### src/rtl/mem_port_arbiter.sv
// mem_port_arbiter
//   Shares one synchronous data-RAM port among the CPU MEM stage (read/write),
//   the debug console (read-only) and the seven-segment scanner (read-only).
//   The CPU has priority. Debug and scanner share the remaining slots
//   round-robin. Grants are combinational in the request cycle. Read data
//   returns one cycle later with a per-requester valid strobe.
//   Build option: define STARVE_GUARD_EN to build the anti-starvation counters.
//   With it, a low-priority master that has waited STARVE_LIMIT cycles takes
//   the port ahead of the CPU.
module mem_port_arbiter #(
    parameter int ADDR_W       = 10,
    parameter int DATA_W       = 32,
    parameter int STARVE_LIMIT = 15
) (
    input  logic              clk,
    input  logic              rst_n,
    input  logic              cpu_req,
    input  logic              cpu_we,
    input  logic [ADDR_W-1:0] cpu_addr,
    input  logic [DATA_W-1:0] cpu_wdata,
    output logic              cpu_gnt,
    output logic              cpu_rvalid,
    input  logic              dbg_req,
    input  logic [ADDR_W-1:0] dbg_addr,
    output logic              dbg_gnt,
    output logic              dbg_rvalid,
    input  logic              scn_req,
    input  logic [ADDR_W-1:0] scn_addr,
    output logic              scn_gnt,
    output logic              scn_rvalid,
    output logic [DATA_W-1:0] rdata,
    output logic              ram_en,
    output logic              ram_we,
    output logic [ADDR_W-1:0] ram_addr,
    output logic [DATA_W-1:0] ram_wdata,
    input  logic [DATA_W-1:0] ram_rdata
);

    logic w_cpu_win;
    logic w_dbg_win;
    logic w_scn_win;
    logic w_rr_dbg;
    logic w_rr_scn;
    logic r_rr_last;
    logic r_cpu_rvalid;
    logic r_dbg_rvalid;
    logic r_scn_rvalid;

    // r_rr_last = 1 means the scanner went last, so debug takes a tie.
    assign w_rr_dbg = dbg_req && (!scn_req || r_rr_last);
    assign w_rr_scn = scn_req && !w_rr_dbg;

`ifdef STARVE_GUARD_EN
    localparam int WAIT_W = (STARVE_LIMIT < 1) ? 1 : $clog2(STARVE_LIMIT + 1);
    localparam logic [WAIT_W-1:0] WAIT_MAX = WAIT_W'(STARVE_LIMIT);

    logic [WAIT_W-1:0] r_dbg_wait;
    logic [WAIT_W-1:0] r_scn_wait;
    logic              w_dbg_starved;
    logic              w_scn_starved;

    assign w_dbg_starved = dbg_req && (r_dbg_wait == WAIT_MAX);
    assign w_scn_starved = scn_req && (r_scn_wait == WAIT_MAX);

    // Winner select: a saturated waiter beats the CPU; two saturated waiters use round-robin
    always_comb begin
        w_cpu_win = 1'b0;
        w_dbg_win = 1'b0;
        w_scn_win = 1'b0;
        if (w_dbg_starved && w_scn_starved) begin
            w_dbg_win = r_rr_last;
            w_scn_win = !r_rr_last;
        end else if (w_dbg_starved) begin
            w_dbg_win = 1'b1;
        end else if (w_scn_starved) begin
            w_scn_win = 1'b1;
        end else if (cpu_req) begin
            w_cpu_win = 1'b1;
        end else begin
            w_dbg_win = w_rr_dbg;
            w_scn_win = w_rr_scn;
        end
    end

    // Wait counters: count ungranted request cycles, saturate, clear on grant or dropped request
    always_ff @(posedge clk or negedge rst_n) begin
        if (!rst_n) begin
            r_dbg_wait <= '0;
            r_scn_wait <= '0;
        end else begin
            if (!dbg_req || w_dbg_win) begin
                r_dbg_wait <= '0;
            end else if (r_dbg_wait != WAIT_MAX) begin
                r_dbg_wait <= r_dbg_wait + WAIT_W'(1);
            end
            if (!scn_req || w_scn_win) begin
                r_scn_wait <= '0;
            end else if (r_scn_wait != WAIT_MAX) begin
                r_scn_wait <= r_scn_wait + WAIT_W'(1);
            end
        end
    end
`else
    // Without the guard the CPU always wins and the others may starve.
    assign w_cpu_win = cpu_req;
    assign w_dbg_win = !cpu_req && w_rr_dbg;
    assign w_scn_win = !cpu_req && w_rr_scn;
`endif

    // RAM port mux: drive the winner's request, all zeros when idle
    always_comb begin
        ram_en    = 1'b0;
        ram_we    = 1'b0;
        ram_addr  = '0;
        ram_wdata = '0;
        if (w_cpu_win) begin
            ram_en    = 1'b1;
            ram_we    = cpu_we;
            ram_addr  = cpu_addr;
            ram_wdata = cpu_wdata;
        end else if (w_dbg_win) begin
            ram_en    = 1'b1;
            ram_addr  = dbg_addr;
        end else if (w_scn_win) begin
            ram_en    = 1'b1;
            ram_addr  = scn_addr;
        end
    end

    // Read-valid pipeline and round-robin history; reset drops any read in flight
    always_ff @(posedge clk or negedge rst_n) begin
        if (!rst_n) begin
            r_rr_last    <= 1'b1;
            r_cpu_rvalid <= 1'b0;
            r_dbg_rvalid <= 1'b0;
            r_scn_rvalid <= 1'b0;
        end else begin
            r_cpu_rvalid <= w_cpu_win && !cpu_we;
            r_dbg_rvalid <= w_dbg_win;
            r_scn_rvalid <= w_scn_win;
            if (w_dbg_win) begin
                r_rr_last <= 1'b0;
            end else if (w_scn_win) begin
                r_rr_last <= 1'b1;
            end
        end
    end

    assign cpu_gnt    = w_cpu_win;
    assign dbg_gnt    = w_dbg_win;
    assign scn_gnt    = w_scn_win;
    assign cpu_rvalid = r_cpu_rvalid;
    assign dbg_rvalid = r_dbg_rvalid;
    assign scn_rvalid = r_scn_rvalid;
    assign rdata      = ram_rdata;

endmodule

### config.mk
export PLATFORM = sky130hd
export DESIGN_NAME = mem_port_arbiter
export DESIGN_NICKNAME = d
export VERILOG_FILES = /design/src/rtl/mem_port_arbiter.sv
export SDC_FILE = /design/constraint.sdc
export NUM_CORES = 1
export LEC_CHECK = 0
export BUFFER_PORTS_ARGS = -buffer_cell sky130_fd_sc_hd__buf_2
export CAP_MARGIN = 20
export CORE_AREA = 4 4 68 70
export DETAILED_ROUTE_END_ITERATION = 7
export DIE_AREA = 0 0 72 74
export GPL_TIMING_DRIVEN = 0
export PLACE_DENSITY = 0.72
export SYNTH_ARGS = -nofsm -noshare
export SYNTH_HDL_FRONTEND = slang
export SYNTH_SLANG_ARGS = --single-unit
### constraint.sdc
create_clock -name clk -period 4 [get_ports clk]
set_clock_uncertainty 0.1 [all_clocks]
set_input_delay 0.6 -clock clk [delete_from_list [all_inputs] [get_ports clk]]
set_output_delay 0.6 -clock clk [all_outputs]
set_load 0.05 [all_outputs]
Word-level counts from Yosys, hierarchy flattened
Index checks and enable logic that the tools add are counted.
Word-level totals
  bits in registers: 4
  input port bits: 100
  output and inout port bits: 82
  word-level logic and storage cells: 25
Operators by class
  multiplexer cells: 10
  reduce and logical (&&, ||, !) cells: 11
Operators with widths (number)
  $mux 32: 1
  $mux 10: 3
  $mux 1: 6
  $logic_and 1x1->1: 5
  $logic_not 1->1: 4
  $reduce_bool 2->1: 1
  $logic_or 1x1->1: 1

Depth between registers and ports, before layout
Gate-level depths: netlist (run 1).
  depth in word-level cells: 9
  gate-level depth with buffers: 5
  gate-level depth less buffers: 3

Worst setup path after synthesis (run 1)
Ideal clock, no wire load.
  path kind: input-to-output
  from: in cpu_req
  to: out ram_addr[0]
  arrival time: 1.640 ns
  data required time: 3.300 ns
  slack: 1.660 ns
  cell stages on the path: 5
  path through: buf_6 -> nand2b_4 -> a21oi_2 -> buf_6 -> a221o_1
On the way
  longest elaborated chain between the ends: 5
  elaborated cells on any way between the ends: 6
  classes of those cells: mux (3); reduce/logical (3)
Ends and longest elaborated chain
  start: declaration: line 17  | input logic cpu_req,
  $logic_not 1->1: line 107  | assign w_scn_win = !cpu_req && w_rr_scn;
  $logic_and 1x1->1: line 107
  via scn_gnt: line 29  | output logic scn_gnt,
  $mux 10: line 124  | end else if (w_scn_win) begin
  $mux 10: line 121  | end else if (w_dbg_win) begin
  $mux 10: line 116  | if (w_cpu_win) begin
  end: declaration: line 34  | output logic [ADDR_W-1:0] ram_addr,
The timed path passes the listed nets, and every way through them passes these cells.

Final worst setup path (run 1)
  from: in cpu_req
  to: out ram_addr[3]
On the way
  longest elaborated chain between the ends: 5
  elaborated cells on any way between the ends: 6
  classes of those cells: mux (3); reduce/logical (3)
Ends and longest elaborated chain (line)
  $logic_not 1->1: 106, 107
  $logic_and 1x1->1: 107
  $mux 10: 124
  $mux 10: 121
  $mux 10 *: 116
Every way passes the cells marked *; elsewhere a longest branch is shown, timed or not.

==> run metrics, run 1 <==
status completed; Post-Synth Simple-Gate Area a little under two fifths; first-pass GRT wire length 5220 um; Compound-Gate Fraction of Synth Area 14.2%; Layout area overhead 102%; number of H-tree levels 1; Post-CTS Hold Fix Bufs 0; Synth Area in XOR/XNOR 0%; vias 1238; met1 Track Usage GR roughly 14%; diode count 0; DRC viols 0; RSZ-0062 raised after global routing false; Post-synth ARST share 100%; Port-buffer cells 149; Static Leak 1.07 nW; cell type with the largest total area after synthesis buf_4; Initial Utilization 21.1%; grt ovf 0; placed instance count 305; required time worst endpoint 3.30 ns; post_cts resized 0; slew margin rel. slightly above 80%; Starting DRT DRC Count 26; CTS Buf Count 3; Die Span Y 74 um; Flop pwr share 10.4%; Period minus WS final 2.42 ns; row cnt 23; flops & latches, synth 4; Finished Cell Area roughly 1700 um^2; total die area 5330 um^2; maximum vdd ir drop 0.100 mV; fraction of layout cells with a size suffix above 1 78.4%; Commonest cells post-synth 35 x and2_1, 34 x buf_4, 10 x a221o_1, 8 x and2_2; largest net degree at the start of global routing 12; filler cell count 409; largest family of logic cells by synthesized area simple AND/OR/NAND/NOR gates; critical path class in -> out; Clock Latency Late Sink between 0.2 and 0.25 ns; met2 global-route usage a little under a quarter; CTS Sinks 4; final period utilization 60.6%; final net count 360; internal power 0.216 mW; Root Buffer clkbuf_8; CTS tree built; R2R Path Start r_rr_last; max_cap viols 0; Synth top area share 30.5%; Final ANT Viol Nets 0; Final Hold Vio Count 0; routability cong. 0.721; Max Transition Viols Final 0; Mapped Cells around 110; sw power roughly 0.25 mW; num ports 182; Synth Warn # 0; number of global-route vias before repair 1198; fmax 413 MHz; Worst EP arrival between 1.5 and 2 ns; Setup Fix Bufs, Post-CTS 0; busiest grt layer met2; Hold Crit Class in -> async; Synth Flop Type dfrtp_1; Placed Area 1650 um^2; DRT Pass-1 Iters 2; post-synthesis sequential area ratio approximately an eighth; r2r endpoint dbg_rvalid; Worst Reg-to-Reg Cells 3; Post-Synth Adder-Cell Area 0%; Tot Pwr 0.468 mW; Core ar. 3970 um^2; initial antenna violation count 0; Power Density 277 nW/um^2; R2R setup slack 2.83 ns; Post-DP HPWL 3390 um; Clock Tree Buf Depth 2; Post-Route Setup TNS 0 ns; CP max FO 11; top-count cell post-synth and2_1; routed wire length per instance 12.1 um; actual slew at the worst max-slew pin 0.270 ns; Area contributors post-synth buf_4 30%, and2_1 26%, a221o_1 12%, dfrtp_1 9.0%, and2_2 7.2%; Worst Setup Start Kind primary input; combinational share of power 69.9%; via/cell ratio 4.01; Final Setup Violations 0; mux cell area share after synthesis 0%; clock power share about a fifth; EDFF count, synth 0; GRT Total Usage 12.0%; syn nets 206; syn avg cell area 7.90 um^2; Routed WL 3730 um; M3 GR Usage ~1.5%; clk slew on worst S/H paths around 0.030 ns; Final Core Density a little over two fifths; Critical Path End Type primary output; final instance count without filler cells roughly 300; die width between 70 and 80 um; Synth cell types 18; Sw Ratio a little over half; post-synthesis cell area roughly 840 um^2
==> final cells by class <==
| type | instances | area, um^2 | area share [%] |
|---|---|---|---|
| timing repair buffer | 149 | 746 | 44.1 |
| multi-input combinational | 61 | 434 | 25.7 |
| buffer | 40 | 298 | 17.6 |
| sequential | 4 | 101 | 6.00 |
| tap | 50 | 62.6 | 3.70 |
| clock buffer | 4 | 45.0 | 2.66 |
| inverter | 1 | 3.75 | 0.222 |
==> flip-flops by register name, indices dropped and copies added (netlist names) <==
register and flops:
dbg_rvalid 1, cpu_rvalid 1, scn_rvalid 1, r_rr_last 1
==> cells in the final DEF (no fill, tap or decap), drive strengths merged <==
master,Yosys,routed
a21oi,2,2
a221o,10,10
and2,43,43
buf,37,186
clkbuf,3,7
dfrtp,3,3
dfstp,1,1
inv,1,1
nand2,1,1
nand2b,2,2
nor2b,1,1
o21ai,1,1
or3,1,1
==> power groups by stage <==
stage / registers (mW) / clock network [mW] / logic (mW)
after floorplan: 0.0556 / 0 / 0.240
after global placement: 0.0490 / 0 / 0.327
after detailed placement: 0.0492 / 0 / 0.329
after CTS: 0.0489 / 0.0947 / 0.330
after global routing: 0.0494 / 0.0989 / 0.344
final: 0.0488 / 0.0920 / 0.327
==> worst max-delay path, stage by stage <==
cell and delay, ns:
buf_2 0.12, buf_6 0.13, nand2b_4 0.14, a21oi_2 0.13, buf_6 0.16, a221o_1 0.16
buf_2 0.27
==> metrics by stage <==
stage | hold slack (ns) | worst slack, ns
after floorplan | 0.204 | 1.66
after global placement | 0.306 | 1.58
after detailed placement | 0.316 | 1.56
after CTS | 0.0834 | 1.56
after global routing | 0.0845 | 1.47
final | 0.0843 | 1.58
==> how the worst max path moves through the flow <==
stage / startpoint / to / slack [ns]
global route: cpu_req / ram_wdata[10] / 1.47
finish: cpu_req / ram_addr[3] / 1.58
global placement: cpu_req / ram_addr[3] / 1.58
CTS: cpu_req / ram_addr[3] / 1.56
floorplan: cpu_req / ram_addr[0] / 1.66
detailed placement: cpu_req / ram_addr[3] / 1.56
==> kinds of logic (layout without fill, tap and decap cells) <==
group | after synthesis | after routing
simple gates | 48 | 48
buf+inv | 41 | 194
compound gates | 13 | 13
flops | 4 | 4
==> per-layer routing <==
metal	part of all wire, %	wire length [um]
met4	0	0
met2	57	2140
met1	35	1300
met5	0	0
met3	7.7	286
No activity file was read; power rests on OpenSTA's default activity.
==> run 2: changes to the inputs <==
CORE_AREA = unset   (was 4 4 68 70)
CORE_MARGIN = 4   (was unset)
CORE_UTILIZATION = 21   (was unset)
DIE_AREA = unset   (was 0 0 72 74)
PLACE_DENSITY = 0.76   (was 0.72)
clock period = 2 ns   (was 4 ns; I/O delays follow)
==> run 2 against run 1 <==
  * Count of clock-buffer cells in the layout is the same
  * Setup slack lost 1.5 ns
  * Utilization grew 3.9 points
  * Sequential power grew 100%
  * Non-clock buffer count grew 3
  * Power grew 100%
  * Register-to-register slack lost 2.1 ns
  * Design area grew 3.0%
  * Combinational power grew 110%
  * Flip-flop and latch count is the same
  * Via count is the same
  * Routed wire length grew 0.11%
  * Largest cell class unchanged
==> run metrics, run 2 (same netlist as run 1, synthesis figures left out) <==
initial antenna violation count 0 (unchanged); GRT Total Usage 12.5% (+0.49 points); Max Transition Viols Final 0 (unchanged); Routed WL 3740 um (+0.11%); Final Setup Violations 0 (unchanged); Worst Setup Start Kind flop; Port-buffer cells 149 (unchanged); Clock Tree Buf Depth 2 (unchanged); Final Core Density 46.5% (+3.9 points); largest net degree at the start of global routing 12 (unchanged); Starting DRT DRC Count 11 (-58%); final period utilization 97.9%; total die area 5060 um^2 (-5.0%); Power Density 546 nW/um^2 (+97%); Worst Reg-to-Reg Cells 4 (+1); CP max FO 5 (-6); Period minus WS final a little under 2 ns; via/cell ratio 3.99 (-0.32%); routability cong. 0.795 (+10%); slew margin rel. 82.1% (about the same); die width 71.1 um (-1.2%); DRC viols 0 (unchanged); Finished Cell Area 1740 um^2 (+3.0%); max_cap viols 0 (unchanged); Clock Latency Late Sink 0.22 ns (about the same); hold path cells 2; number of H-tree levels 1 (unchanged); CTS Buf Count 3 (unchanged); Final ANT Viol Nets 0 (unchanged); DRT Pass-1 Iters 4 (+2); row cnt 22 (-4.3%); grt ovf 0 (unchanged); maximum vdd ir drop 0.265 mV (+160%); CTS tree built; clk slew on worst S/H paths 0.03 ns (about the same); Static Leak 1.09 nW (+2.0%); diode count 0 (unchanged); status completed; Root Buffer clkbuf_8; Core ar. 3740 um^2 (-5.7%); critical path class reg -> out; first-pass GRT wire length 5260 um (+0.78%); fmax 511 MHz; Worst EP arrival 1.56 ns (-0.16 ns); vias 1238 (unchanged); final net count 363 (+0.83%); Layout area overhead 108%; routed wire length per instance 12.1 um (-0.22%); Final Hold Vio Count 0 (unchanged); Post-DP HPWL 3380 um (-0.39%); Critical Path End Type primary output; Placed Area 1640 um^2 (-0.15%); most frequent cells in the layout 142 x buf_2, 43 x buf_4, 35 x and2_1; CTS Sinks 4 (unchanged); num ports 182 (unchanged); fraction of layout cells with a size suffix above 1 78.6% (+0.25 points); Initial Utilization 22.4% (+1.3 points); Hold Crit Class in -> reg; commonest non-fill, non-tap cell in the layout buf_2; actual slew at the worst max-slew pin 0.271 ns (+0.000771 ns); required time worst endpoint 1.60 ns (-1.70 ns); number of global-route vias before repair 1210 (+1.0%); Die Span Y 71.1 um (-3.9%)
run 2: path summary, 6_finish.rpt:
| check | slack (ns) | from | to |
|---|---|---|---|
| min in group asynchronous | 0.32 | rst_n | cpu_rvalid |
| worst max-delay path | 0.04 | r_rr_last | ram_addr[3] |
| max in group asynchronous | 1.28 | rst_n | r_rr_last |
| worst min-delay path | 0.15 | cpu_we | cpu_rvalid |
| worst max register to register | 0.74 | r_rr_last | dbg_rvalid |
| worst min register to register | 0.40 | r_rr_last | r_rr_last |
run 2: layer usage:
metal,vias to the layer above,routed length (um),GRT usage (%)
met2,85,2010,24.7
li1,626,-,-
met3,0,471,4.12
met1,527,1260,12.9
met4,0,0,1.25
met5,-,0,0
run 2: per-stage QoR:
stage               cells  TNS (ns)  setup WS, ns  power (mW)  hold WS [ns]
floorplan             106         0         0.118       0.590       -0.0956
global placement      303         0         0.203       0.751       0.00383
detailed placement    303         0         0.195       0.756       0.00902
CTS                   308         0        0.0130       0.953         0.151
global route          310   -0.0925       -0.0226       0.998         0.149
finish                310         0        0.0412       0.950         0.151
run 2: worst max-delay path: stages (launching register included):
cell     delay (ns)
dfstp_2        0.55
inv_1          0.06
a21oi_2        0.19
buf_2          0.20
a221o_1        0.16
buf_4          0.19
run 2: cell type report:
type / instances / area [um^2]
buffer: 40 / 298
clock buffer: 4 / 45.0
fill: 379 / 2000
inverter: 1 / 3.75
multi-input combinational: 61 / 438
sequential: 4 / 101
tap: 48 / 60.1
timing repair buffer: 152 / 795
run 2: report_power, final:
| part | total [mW] | internal (mW) | switching, mW |
|---|---|---|---|
| registers | 0.0981 | 0.0923 | 0.00580 |
| clock network | 0.178 | 0.136 | 0.0423 |
| logic | 0.673 | 0.219 | 0.454 |
run 2: repair_timing:
action | CTS | global route
endpoints found under the hold margin | 4 | 0
endpoints found under the setup margin | 9 | 9
resized for setup | 9 | 3
setup buffers | 0 | 1
cloned | 0 | 1
hold buffers | 1 | 0
==> run 3: changes to the inputs <==
CAP_MARGIN = unset   (was 20)
clock period = 1.6 ns   (was 2 ns; I/O delays follow)
==> run 3 against run 2 <==
  * The run now ends with setup timing left
  * Utilization grew 5.2 points
  * Setup slack worse by 0.26 ns
  * Power rose by 34%
  * Global-route usage up 0.76 points
  * Hold slack lost 0.070 ns
  * Critical path type unchanged
  * Count of clock-buffer cells in the layout is the same
  * Critical path depth did not move
==> run metrics, run 3 (same netlist as run 1, synthesis figures left out) <==
filler cell count 359 (-5.3%); Power Density 657 nW/um^2 (+20%); Die Span Y 71.1 um (unchanged); Tot Pwr 1.27 mW (+34%); Crit-path slowest cell dfstp_2; placed instance count 303 (unchanged); via/cell ratio 4.06 (+1.8%); Final Setup Violations 11 (+11); CP cell instances inv_2 > a21oi_4 > buf_6 > a221o_2 > buf_6; DRC viols 0 (unchanged); number of H-tree levels 1 (unchanged); Root Buffer clkbuf_8; number of global-route vias before repair 1353 (+12%); routed wire length per instance 12.4 um (+2.8%); first-pass GRT wire length 5550 um (+5.4%); Hold Crit Class in -> reg; GRT Total Usage 13.2% (+0.76 points); RSZ-0062 raised after global routing true; Hold Path End cpu_rvalid; Layout area overhead 131%; Port-buffer cells 149 (unchanged); Buf/Inv on CP 3 (unchanged); hold path cells 2 (unchanged); CTS tree built; grt ovf 0 (unchanged); initial antenna violation count 0 (unchanged); Period minus WS final between 1.5 and 2 ns; fraction of layout cells with a size suffix above 1 82.5% (+3.9 points); Max Transition Viols Final 0 (unchanged); max_cap viols 0 (unchanged); CP max FO 6 (+1); Placed Area 1660 um^2 (+1.1%); DRT Pass-1 Iters 4 (unchanged); Worst EP arrival 1.48 ns (-0.08 ns); Final WS setup -0.223 ns (-0.264 ns); HP Start cpu_we; final net count 364 (+0.28%); row cnt 22 (unchanged); Finished Cell Area 1930 um^2 (+11%); critical path class reg -> out; Starting DRT DRC Count 8 (-3); num ports 182 (unchanged); Core ar. 3740 um^2 (unchanged); Worst Reg-to-Reg Cells 3 (-1); fmax approximately 550 MHz; largest net degree at the start of global routing 12 (unchanged); Post-DP HPWL 3190 um (-5.6%); diode count 0 (unchanged); final instance count without filler cells 311 (+0.32%); maximum vdd ir drop 0.258 mV (-2.7%); Routed WL 3850 um (+3.1%); Final ANT Viol Nets 0 (unchanged); actual slew at the worst max-slew pin 0.258 ns (-0.0133 ns); clk slew on worst S/H paths 0.04 ns (about the same); Initial Utilization 22.4% (unchanged); Critical Path End Type primary output; commonest non-fill, non-tap cell in the layout buf_2; total die area 5060 um^2 (unchanged); area occupied by multi-input gates 457 um^2 (+4.3%); required time worst endpoint 1.26 ns (-0.34 ns); die width 71.1 um (unchanged); register area 101 um^2 (unchanged); most frequent cells in the layout 108 x buf_2, 59 x buf_4, 35 x and2_1; failing checks setup timing; Final Hold Vio Count 0 (unchanged); Critical Path Most Common Cell buf_6; Clock Tree Buf Depth 2 (unchanged); R2R setup slack 0.49 ns (-0.25 ns); r2r endpoint dbg_rvalid; CP max stage delay 0.55 ns (about the same); routability cong. 0.749 (-5.8%); slew margin rel. 82.9% (+0.88 points); Clock Latency Late Sink 0.21 ns (about the same); Worst Setup Start Kind flop; CTS Sinks 4 (unchanged); Static Leak 1.13 nW (+4.0%); R2R Path Start r_rr_last; final period utilization 114%; status complete, but fails checks; family with the most delay on the worst path flip-flops; vias 1264 (+2.1%); final hold slack 0.0812 ns (-0.0700 ns); CTS Buf Count 3 (unchanged)
[run 3: cell types whose count changed in the layout (fill, tap and decap cells not counted), sizes merged]
cell,previous run,this run
buf,188,189
[run 3: cell type report]
class / count / area share, %
flip-flops and latches: 4 / 5.24
well taps: 48 / 3.10
repair buffers: 153 / 49.4
clock buffers: 4 / 2.33
multi-input cells: 61 / 23.6
plain buffers: 40 / 16.1
inverters: 1 / 0.194
[run 3: how the worst max path moves through the flow]
stage | startpoint | end | slack (ns) | depth (start not counted)
floorplan | r_rr_last | ram_addr[0] | 0.003 | 4
global placement | cpu_req | ram_addr[6] | -0.07 | 7
detailed placement | cpu_req | ram_addr[1] | -0.09 | 7
CTS | r_rr_last | ram_addr[1] | -0.23 | 4
global route | r_rr_last | ram_addr[1] | -0.29 | 5
finish | r_rr_last | ram_addr[1] | -0.22 | 5
[run 3: report_power, final]
group / switching [mW] / total (mW) / internal (mW)
logic: 0.585 / 0.925 / 0.340
registers: 0.00658 / 0.122 / 0.115
clock network: 0.0527 / 0.223 / 0.170
[run 3: routing by layer]
metal	GRT usage [%]	vias to the layer above	share of wire (%)
met5	0	-	0
met4	3.76	0	0.21
met3	2.41	2	12
met2	28.1	91	59
met1	12.4	546	29
li1	-	625	-
[run 3: through the flow]
step                      TNS [ns]  worst slack (ns)  utilization (%)
after global routing         -2.71            -0.286             51.7
after CTS                    -2.00            -0.232             50.1
after floorplan                  0           0.00279                -
after global placement       -1.02           -0.0735             44.4
final                        -2.08            -0.223             51.7
after detailed placement     -1.65           -0.0932             44.4
[run 3: what timing repair did]
action,CTS,global route
hold buffers,1,0
gates cloned,0,1
setup buffers,1,1
setup endpoints to repair,41,43
gates resized for setup,54,17
endpoints found under the hold margin,4,0
